--- src/rtl/usb_rx_unstuff_sync_pkg.sv ---
// usb_rx_pkg: shared state encoding and default framing constants for the USB receive unstuff/sync stage.
package usb_rx_pkg;
   typedef enum logic [1:0] {IDLE, DATA, ERROR} state_t;
   localparam logic [7:0] DEF_SYNC_PATTERN = 8'h80;
   localparam int DEF_STUFF_LEN = 6;
   localparam int BYTE_BITS = 8;
endpackage

--- src/rtl/usb_rx_unstuff_sync_if.sv ---
// usb_rx_unstuff_sync_if: decoded-bit input side and byte/status output side of the receive stage.
interface usb_rx_unstuff_sync_if;
   logic       en;
   logic       d_orig;
   logic       eop;
   logic [7:0] rx_byte;
   logic       byte_valid;
   logic       sync_found;
   logic       rx_active;
   logic       stuff_err;
   logic       align_err;
   logic       eop_done;
   modport master (output en, d_orig, eop,
                   input rx_byte, byte_valid, sync_found, rx_active, stuff_err, align_err, eop_done);
   modport slave (input en, d_orig, eop,
                  output rx_byte, byte_valid, sync_found, rx_active, stuff_err, align_err, eop_done);
endinterface

--- src/rtl/usb_rx_unstuff_sync_bit_unstuff.sv ---
// usb_rx_bit_unstuff: run-length counter of 1s that flags the stuffed bit slot and stuffing violations.
module usb_rx_bit_unstuff
   import usb_rx_pkg::*;
#(
   parameter int STUFF_LEN = DEF_STUFF_LEN
) (
   input  logic clk,
   input  logic rst,
   input  logic i_load,
   input  logic i_step,
   input  logic i_d,
   output logic o_bit_keep,
   output logic o_stuff_violation
);
   localparam int CW = $clog2(STUFF_LEN + 1);
   logic [CW-1:0] r_ones_cnt;
   logic          w_full;
   assign w_full            = r_ones_cnt == CW'(STUFF_LEN);
   assign o_bit_keep        = !w_full;
   assign o_stuff_violation = w_full && i_d;
   // the stuffed slot always clears the run; a 1 there is an error and the count no longer matters
   always_ff @(posedge clk)
      if (rst) r_ones_cnt <= '0;
      else if (i_load) r_ones_cnt <= CW'(1);
      else if (i_step) r_ones_cnt <= (i_d && !w_full) ? r_ones_cnt + 1'b1 : '0;
endmodule

--- src/rtl/usb_rx_unstuff_sync.sv ---
// usb_rx_unstuff_sync: finds SYNC, strips stuffed bits, assembles LSB-first bytes and reports EOP/framing status.
module usb_rx_unstuff_sync
   import usb_rx_pkg::*;
#(
   parameter logic [7:0] SYNC_PATTERN = DEF_SYNC_PATTERN,
   parameter int         STUFF_LEN    = DEF_STUFF_LEN
) (
   input logic                   clk,
   input logic                   rst,
   usb_rx_unstuff_sync_if.slave  io_rx
);
   state_t     r_state, w_next;
   logic [6:0] r_sync_sh;
   logic [6:0] r_data_sh;
   logic [2:0] r_bit_cnt;
   logic [7:0] r_rx_byte;
   logic       r_byte_valid, r_sync_found, r_rx_active, r_stuff_err, r_align_err, r_eop_done;
   logic [7:0] w_sync_next;
   logic       w_sync_hit, w_data_en, w_keep, w_stuff, w_byte, w_eop_data;
   logic       w_bit_keep, w_stuff_viol;
   usb_rx_bit_unstuff #(.STUFF_LEN(STUFF_LEN)) u_unstuff (
      .clk               (clk),
      .rst               (rst),
      .i_load            (w_sync_hit),
      .i_step            (w_data_en),
      .i_d               (io_rx.d_orig),
      .o_bit_keep        (w_bit_keep),
      .o_stuff_violation (w_stuff_viol)
   );
   always_ff @(posedge clk)
      if (rst) r_state <= IDLE;
      else r_state <= w_next;
   always_comb
      w_next = (r_state == IDLE) ? (w_sync_hit ? DATA : IDLE)
             : io_rx.eop         ? IDLE
             : w_stuff           ? ERROR
             :                     r_state;
   // shifters keep only the upper 7 bits; the bit shifted out is never observed
   always_comb begin
      w_sync_next = {io_rx.d_orig, r_sync_sh};
      w_sync_hit  = r_state == IDLE && io_rx.en && !io_rx.eop && w_sync_next == SYNC_PATTERN;
      w_data_en   = r_state == DATA && io_rx.en && !io_rx.eop;
      w_keep      = w_data_en && w_bit_keep;
      w_stuff     = w_data_en && w_stuff_viol;
      w_byte      = w_keep && r_bit_cnt == 3'(BYTE_BITS - 1);
      w_eop_data  = r_state == DATA && io_rx.eop;
   end
   always_ff @(posedge clk)
      if (rst) begin
         r_sync_sh    <= '1;
         r_data_sh    <= '0;
         r_bit_cnt    <= '0;
         r_rx_byte    <= '0;
         r_byte_valid <= 1'b0;
         r_sync_found <= 1'b0;
         r_rx_active  <= 1'b0;
         r_stuff_err  <= 1'b0;
         r_align_err  <= 1'b0;
         r_eop_done   <= 1'b0;
      end else begin
         r_sync_found <= w_sync_hit;
         r_byte_valid <= w_byte;
         r_stuff_err  <= w_stuff;
         r_eop_done   <= w_eop_data && r_bit_cnt == '0;
         r_align_err  <= w_eop_data && r_bit_cnt != '0;
         r_rx_active  <= w_next != IDLE;
         if (r_state != IDLE && io_rx.eop) r_sync_sh <= '1;
         else if (r_state == IDLE && io_rx.en && !io_rx.eop) r_sync_sh <= w_sync_next[7:1];
         if (w_keep) r_data_sh <= {io_rx.d_orig, r_data_sh[6:1]};
         if (w_byte) r_rx_byte <= {io_rx.d_orig, r_data_sh};
         if (w_sync_hit) r_bit_cnt <= '0;
         else if (w_keep) r_bit_cnt <= w_byte ? '0 : r_bit_cnt + 1'b1;
      end
   assign io_rx.rx_byte    = r_rx_byte;
   assign io_rx.byte_valid = r_byte_valid;
   assign io_rx.sync_found = r_sync_found;
   assign io_rx.rx_active  = r_rx_active;
   assign io_rx.stuff_err  = r_stuff_err;
   assign io_rx.align_err  = r_align_err;
   assign io_rx.eop_done   = r_eop_done;
endmodule

--- src/flat_wrapper.sv ---
// flat-port wrapper written by rule: the top's interface ports become plain ports
module usb_rx_unstuff_sync_flat import usb_rx_pkg::*;
#(
   parameter logic [7:0] SYNC_PATTERN = DEF_SYNC_PATTERN,
   parameter int         STUFF_LEN    = DEF_STUFF_LEN
)
  (clk, rst, io_rx_en, io_rx_d_orig, io_rx_eop, io_rx_rx_byte, io_rx_byte_valid, io_rx_sync_found, io_rx_rx_active, io_rx_stuff_err, io_rx_align_err, io_rx_eop_done);
  usb_rx_unstuff_sync_if io_rx_i ();
  input logic clk;
  input logic rst;
  input wire logic [$bits(io_rx_i.en)-1:0] io_rx_en;
  input wire logic [$bits(io_rx_i.d_orig)-1:0] io_rx_d_orig;
  input wire logic [$bits(io_rx_i.eop)-1:0] io_rx_eop;
  output wire logic [$bits(io_rx_i.rx_byte)-1:0] io_rx_rx_byte;
  output wire logic [$bits(io_rx_i.byte_valid)-1:0] io_rx_byte_valid;
  output wire logic [$bits(io_rx_i.sync_found)-1:0] io_rx_sync_found;
  output wire logic [$bits(io_rx_i.rx_active)-1:0] io_rx_rx_active;
  output wire logic [$bits(io_rx_i.stuff_err)-1:0] io_rx_stuff_err;
  output wire logic [$bits(io_rx_i.align_err)-1:0] io_rx_align_err;
  output wire logic [$bits(io_rx_i.eop_done)-1:0] io_rx_eop_done;
  assign io_rx_i.en = io_rx_en;
  assign io_rx_i.d_orig = io_rx_d_orig;
  assign io_rx_i.eop = io_rx_eop;
  assign io_rx_rx_byte = io_rx_i.rx_byte;
  assign io_rx_byte_valid = io_rx_i.byte_valid;
  assign io_rx_sync_found = io_rx_i.sync_found;
  assign io_rx_rx_active = io_rx_i.rx_active;
  assign io_rx_stuff_err = io_rx_i.stuff_err;
  assign io_rx_align_err = io_rx_i.align_err;
  assign io_rx_eop_done = io_rx_i.eop_done;
  usb_rx_unstuff_sync #(.SYNC_PATTERN(SYNC_PATTERN), .STUFF_LEN(STUFF_LEN)) u_core (.clk(clk), .rst(rst), .io_rx(io_rx_i));
endmodule
--- config.mk ---
export PLATFORM = sky130hd
export DESIGN_NAME = usb_rx_unstuff_sync_flat
export DESIGN_NICKNAME = d
export VERILOG_FILES = /design/src/rtl/usb_rx_unstuff_sync_pkg.sv /design/src/rtl/usb_rx_unstuff_sync_if.sv /design/src/rtl/usb_rx_unstuff_sync_bit_unstuff.sv /design/src/rtl/usb_rx_unstuff_sync.sv /design/src/flat_wrapper.sv
export SDC_FILE = /design/constraint.sdc
export NUM_CORES = 1
export LEC_CHECK = 0
export ABC_AREA = 1
export ABC_CLOCK_PERIOD_IN_PS = 2100
export BUFFER_PORTS_ARGS = -buffer_cell sky130_fd_sc_hd__buf_2
export CAP_MARGIN = 20
export CORE_MARGIN = 2
export CORE_UTILIZATION = 40
export CTS_CLUSTER_SIZE = 10
export DETAILED_ROUTE_END_ITERATION = 16
export SLEW_MARGIN = 25
export SYNTH_ARGS = -nofsm -noshare
export SYNTH_HDL_FRONTEND = slang
export SYNTH_SLANG_ARGS = --single-unit
--- constraint.sdc ---
create_clock -name clk -period 2.1 [get_ports clk]
set_clock_uncertainty 0.1 [all_clocks]
set_input_delay 0.105 -clock clk [delete_from_list [all_inputs] [get_ports clk]]
set_output_delay 0.105 -clock clk [all_outputs]
set_load 0.1 [all_outputs]
==> metrics <==
status=complete, no violations; starting density of the core=0.4195; Synth cell types=23; critical path's top delay family=simple AND/OR/NAND/NOR gates; die area=4413 µm²; final worst slack=407.3 ps; syn_nets=208; most frequent cells in the layout=nand2_1, dfxtp_1, inv_1; clock slew at the register clock pins of the worst setup and hold paths=70 ps; hold crit path type=primary input to flip-flop; layout cells sized above 1=0.1826; vias in the first global route=1,116; Post-Syn Area=1559 µm²; # IOs=19; H-tree levels=2; pin count of the biggest net entering global routing=17; FP Rows=22; clock share of power=0.436; Hold WS=46.51 ps; Setup Buffers After CTS=0; Peak VDD IR=0.0004722 V; Crit Path Max Fanout=13; WP data arrival=1770 ps; wire per inst=10.40 µm; sequential share of power=0.522; die height=66.43 µm; Placed Cells=259; Layout area overhead=14.29%; commonest non-fill, non-tap cell in the layout=nand2_1; Initial DRC Count=76; CORE AREA=3716 µm²; Yosys reg bits=36; CP Class=flip-flop to flip-flop; worst path required time=2180 ps; Gate power share=0.042; Int Pwr=1.065 mW; Final HPWL DP=2018 µm; Clock Latency Late Sink=280 ps; CTS Buf Count=5; drt first pass iters=4; Avg Cell Area, Syn=7.874 µm²; cells on worst reg2reg path=8; fraction of the cycle the final worst path needs=0.8061; root buf cell=clkbuf_8; Power Dens Cells=753.6 nW/µm²; CTS resizes=0; sequential element share of the synthesized area=0.4623; vias=1,231; Max stage delay on crit path=380 ps; CTS sink count=36; yosys warns=0; Setup Viol. Count Final=0; switching power=277.5 µW; DRT met1 WL=1331 µm; Worst path slowest cell=dfxtp_1; first-pass GRT wire length=4788 µm; antenna violations before repair=0; CP cell instances=inv_1 -> ha_1 -> nand2_2 -> inv_1 -> nor2_4 -> nand2_1 -> nand3_1 -> nand2_1; FF-to-FF setup slack=410 ps; met2 WL=1270 µm; Finished Core Util=0.4795; Slew @ Worst Pin=467.0 ps; dpl ws=398.5 ps; Post-Route WL=2776 µm; GRT Resource Usage Total=0.1476; DR top layer=met4; final net count=228; RSZ-0062 raised after global routing=false; final hold vios=0; Bufs and invs on worst path=2; # hold bufs at CTS=0; Crit path depth=8; gpl congestion=0.8094; final std cells w/o fill=267; Fmax achieved=590.8 MHz; crit path launch type=flip-flop; drt drc=0; Routed met3 length=156 µm; antenna-violating nets left=0; switching share of power=0.2067; max-cap viol count=0; CTS max path bufs=2; routed vias/inst=4.610; CTS tree=built; Syn Inst Count=198; setup tns final=0 ps; port bufs=18; Ant. Diodes=0; CP Capture Type=flip-flop; Tmin final=1693 ps; die width=66.43 µm; Rel. slew slack=0.6866; global route overflow=0; Static Leak=0.8647 nW; hold depth=3; max-slew violation count=0
## metal layers
metal / vias up / global-route usage
li1: 665 / -
met3: 2 / 0.06133
met2: 27 / 0.2213
met4: 0 / 0.05357
met5: - / 0
met1: 537 / 0.1887
## kinds of logic (layout without fill, tap and decap cells)
family                   after synthesis  after routing  synth area share
AND/OR/NAND/NOR                      103            103            0.3242
XOR/XNOR                               1              1          0.005619
adder cells (fa/ha/maj)                5              5           0.04013
flip-flops                            36             36            0.4623
buffers and inverters                 33             54           0.08988
AO/OA/AOI/OAI                         20             20           0.07785
## registers in the layout (all words and copies together) (netlist names)
register,flops
u_core.io_rx.sync_found,1
u_core.u_unstuff.r_ones_cnt,3
u_core.r_sync_sh,7
u_core.io_rx.align_err,1
u_core.r_data_sh,7
u_core.io_rx.rx_active,1
u_core.r_state,2
u_core.r_bit_cnt,3
u_core.io_rx.rx_byte,8
u_core.io_rx.stuff_err,1
u_core.io_rx.eop_done,1
u_core.io_rx.byte_valid,1
## worst reg2reg max path: stages, from the launching register on
cell and delay (ps):
dfxtp_1 380, inv_1 60, ha_1 200, nand2_2 160
inv_1 110, nor2_4 260, nand2_1 160, nand3_1 100
nand2_1 60
## stage by stage
| stage | instance area, µm² | power (mW) |
|---|---|---|
| after global placement | 1674 | 0.7738 |
| after floorplan | 1559 | 0.7576 |
| after global routing | 1782 | 1.409 |
| final | 1782 | 1.343 |
| after detailed placement | 1674 | 0.7737 |
| after CTS | 1782 | 1.362 |
## cells in the mapped netlist
| cell type | instances | area, µm² |
|---|---|---|
| dfxtp_1 | 36 | 720.7 |
| o21ai_1 | 1 | 5.000 |
| nand2_4 | 3 | 33.78 |
| inv_1 | 25 | 93.84 |
| nand3_1 | 18 | 90.09 |
| nand2_1 | 46 | 172.7 |
| nor2_4 | 5 | 56.30 |
| a21oi_2 | 1 | 8.760 |
| nand4_1 | 4 | 25.02 |
| xor2_1 | 1 | 8.760 |
| o211ai_1 | 7 | 52.55 |
| buf_6 | 2 | 22.52 |
| nand2_2 | 2 | 12.51 |
| clkbuf_1 | 1 | 3.750 |
| a21oi_1 | 11 | 55.05 |
| buf_2 | 1 | 5.000 |
| inv_2 | 3 | 11.26 |
| nand3b_1 | 1 | 7.510 |
| nor2_8 | 1 | 20.02 |
| nor3_1 | 1 | 5.000 |
| nor2_1 | 22 | 82.58 |
| ha_1 | 5 | 62.56 |
| buf_1 | 1 | 3.750 |
## final cells by class
type / instances / area, µm²
Fill cell: 374 / 1934
Sequential cell: 36 / 720.7
Multi-Input combinational cell: 129 / 698.2
Inverter: 28 / 105.1
Timing Repair Buffer: 18 / 90.09
Clock buffer: 6 / 72.57
Tap cell: 48 / 60.06
Clock inverter: 2 / 35.03
## power by group through the flow
stage / clock network (mW) / registers, mW / logic (mW)
2_1_floorplan: 0 / 0.715 / 0.0425
3_3_place_gp: 0 / 0.716 / 0.0577
3_5_place_dp: 0 / 0.716 / 0.0577
4_1_cts: 0.604 / 0.700 / 0.0578
5_1_grt: 0.641 / 0.701 / 0.0663
6_report: 0.586 / 0.700 / 0.0567
## final timing paths
| check | startpoint | to |
|---|---|---|
| setup reg to reg | u_core.u_unstuff.r_ones_cnt[0] | u_core.io_rx.rx_byte[7] |
| hold reg to reg | u_core.r_data_sh[0] | u_core.r_data_sh[0] |
| setup / recovery | u_core.u_unstuff.r_ones_cnt[0] | u_core.io_rx.rx_byte[7] |
| hold / removal | io_rx_d_orig | u_core.r_data_sh[6] |
Note: power is estimated with default switching activity, not from simulation.
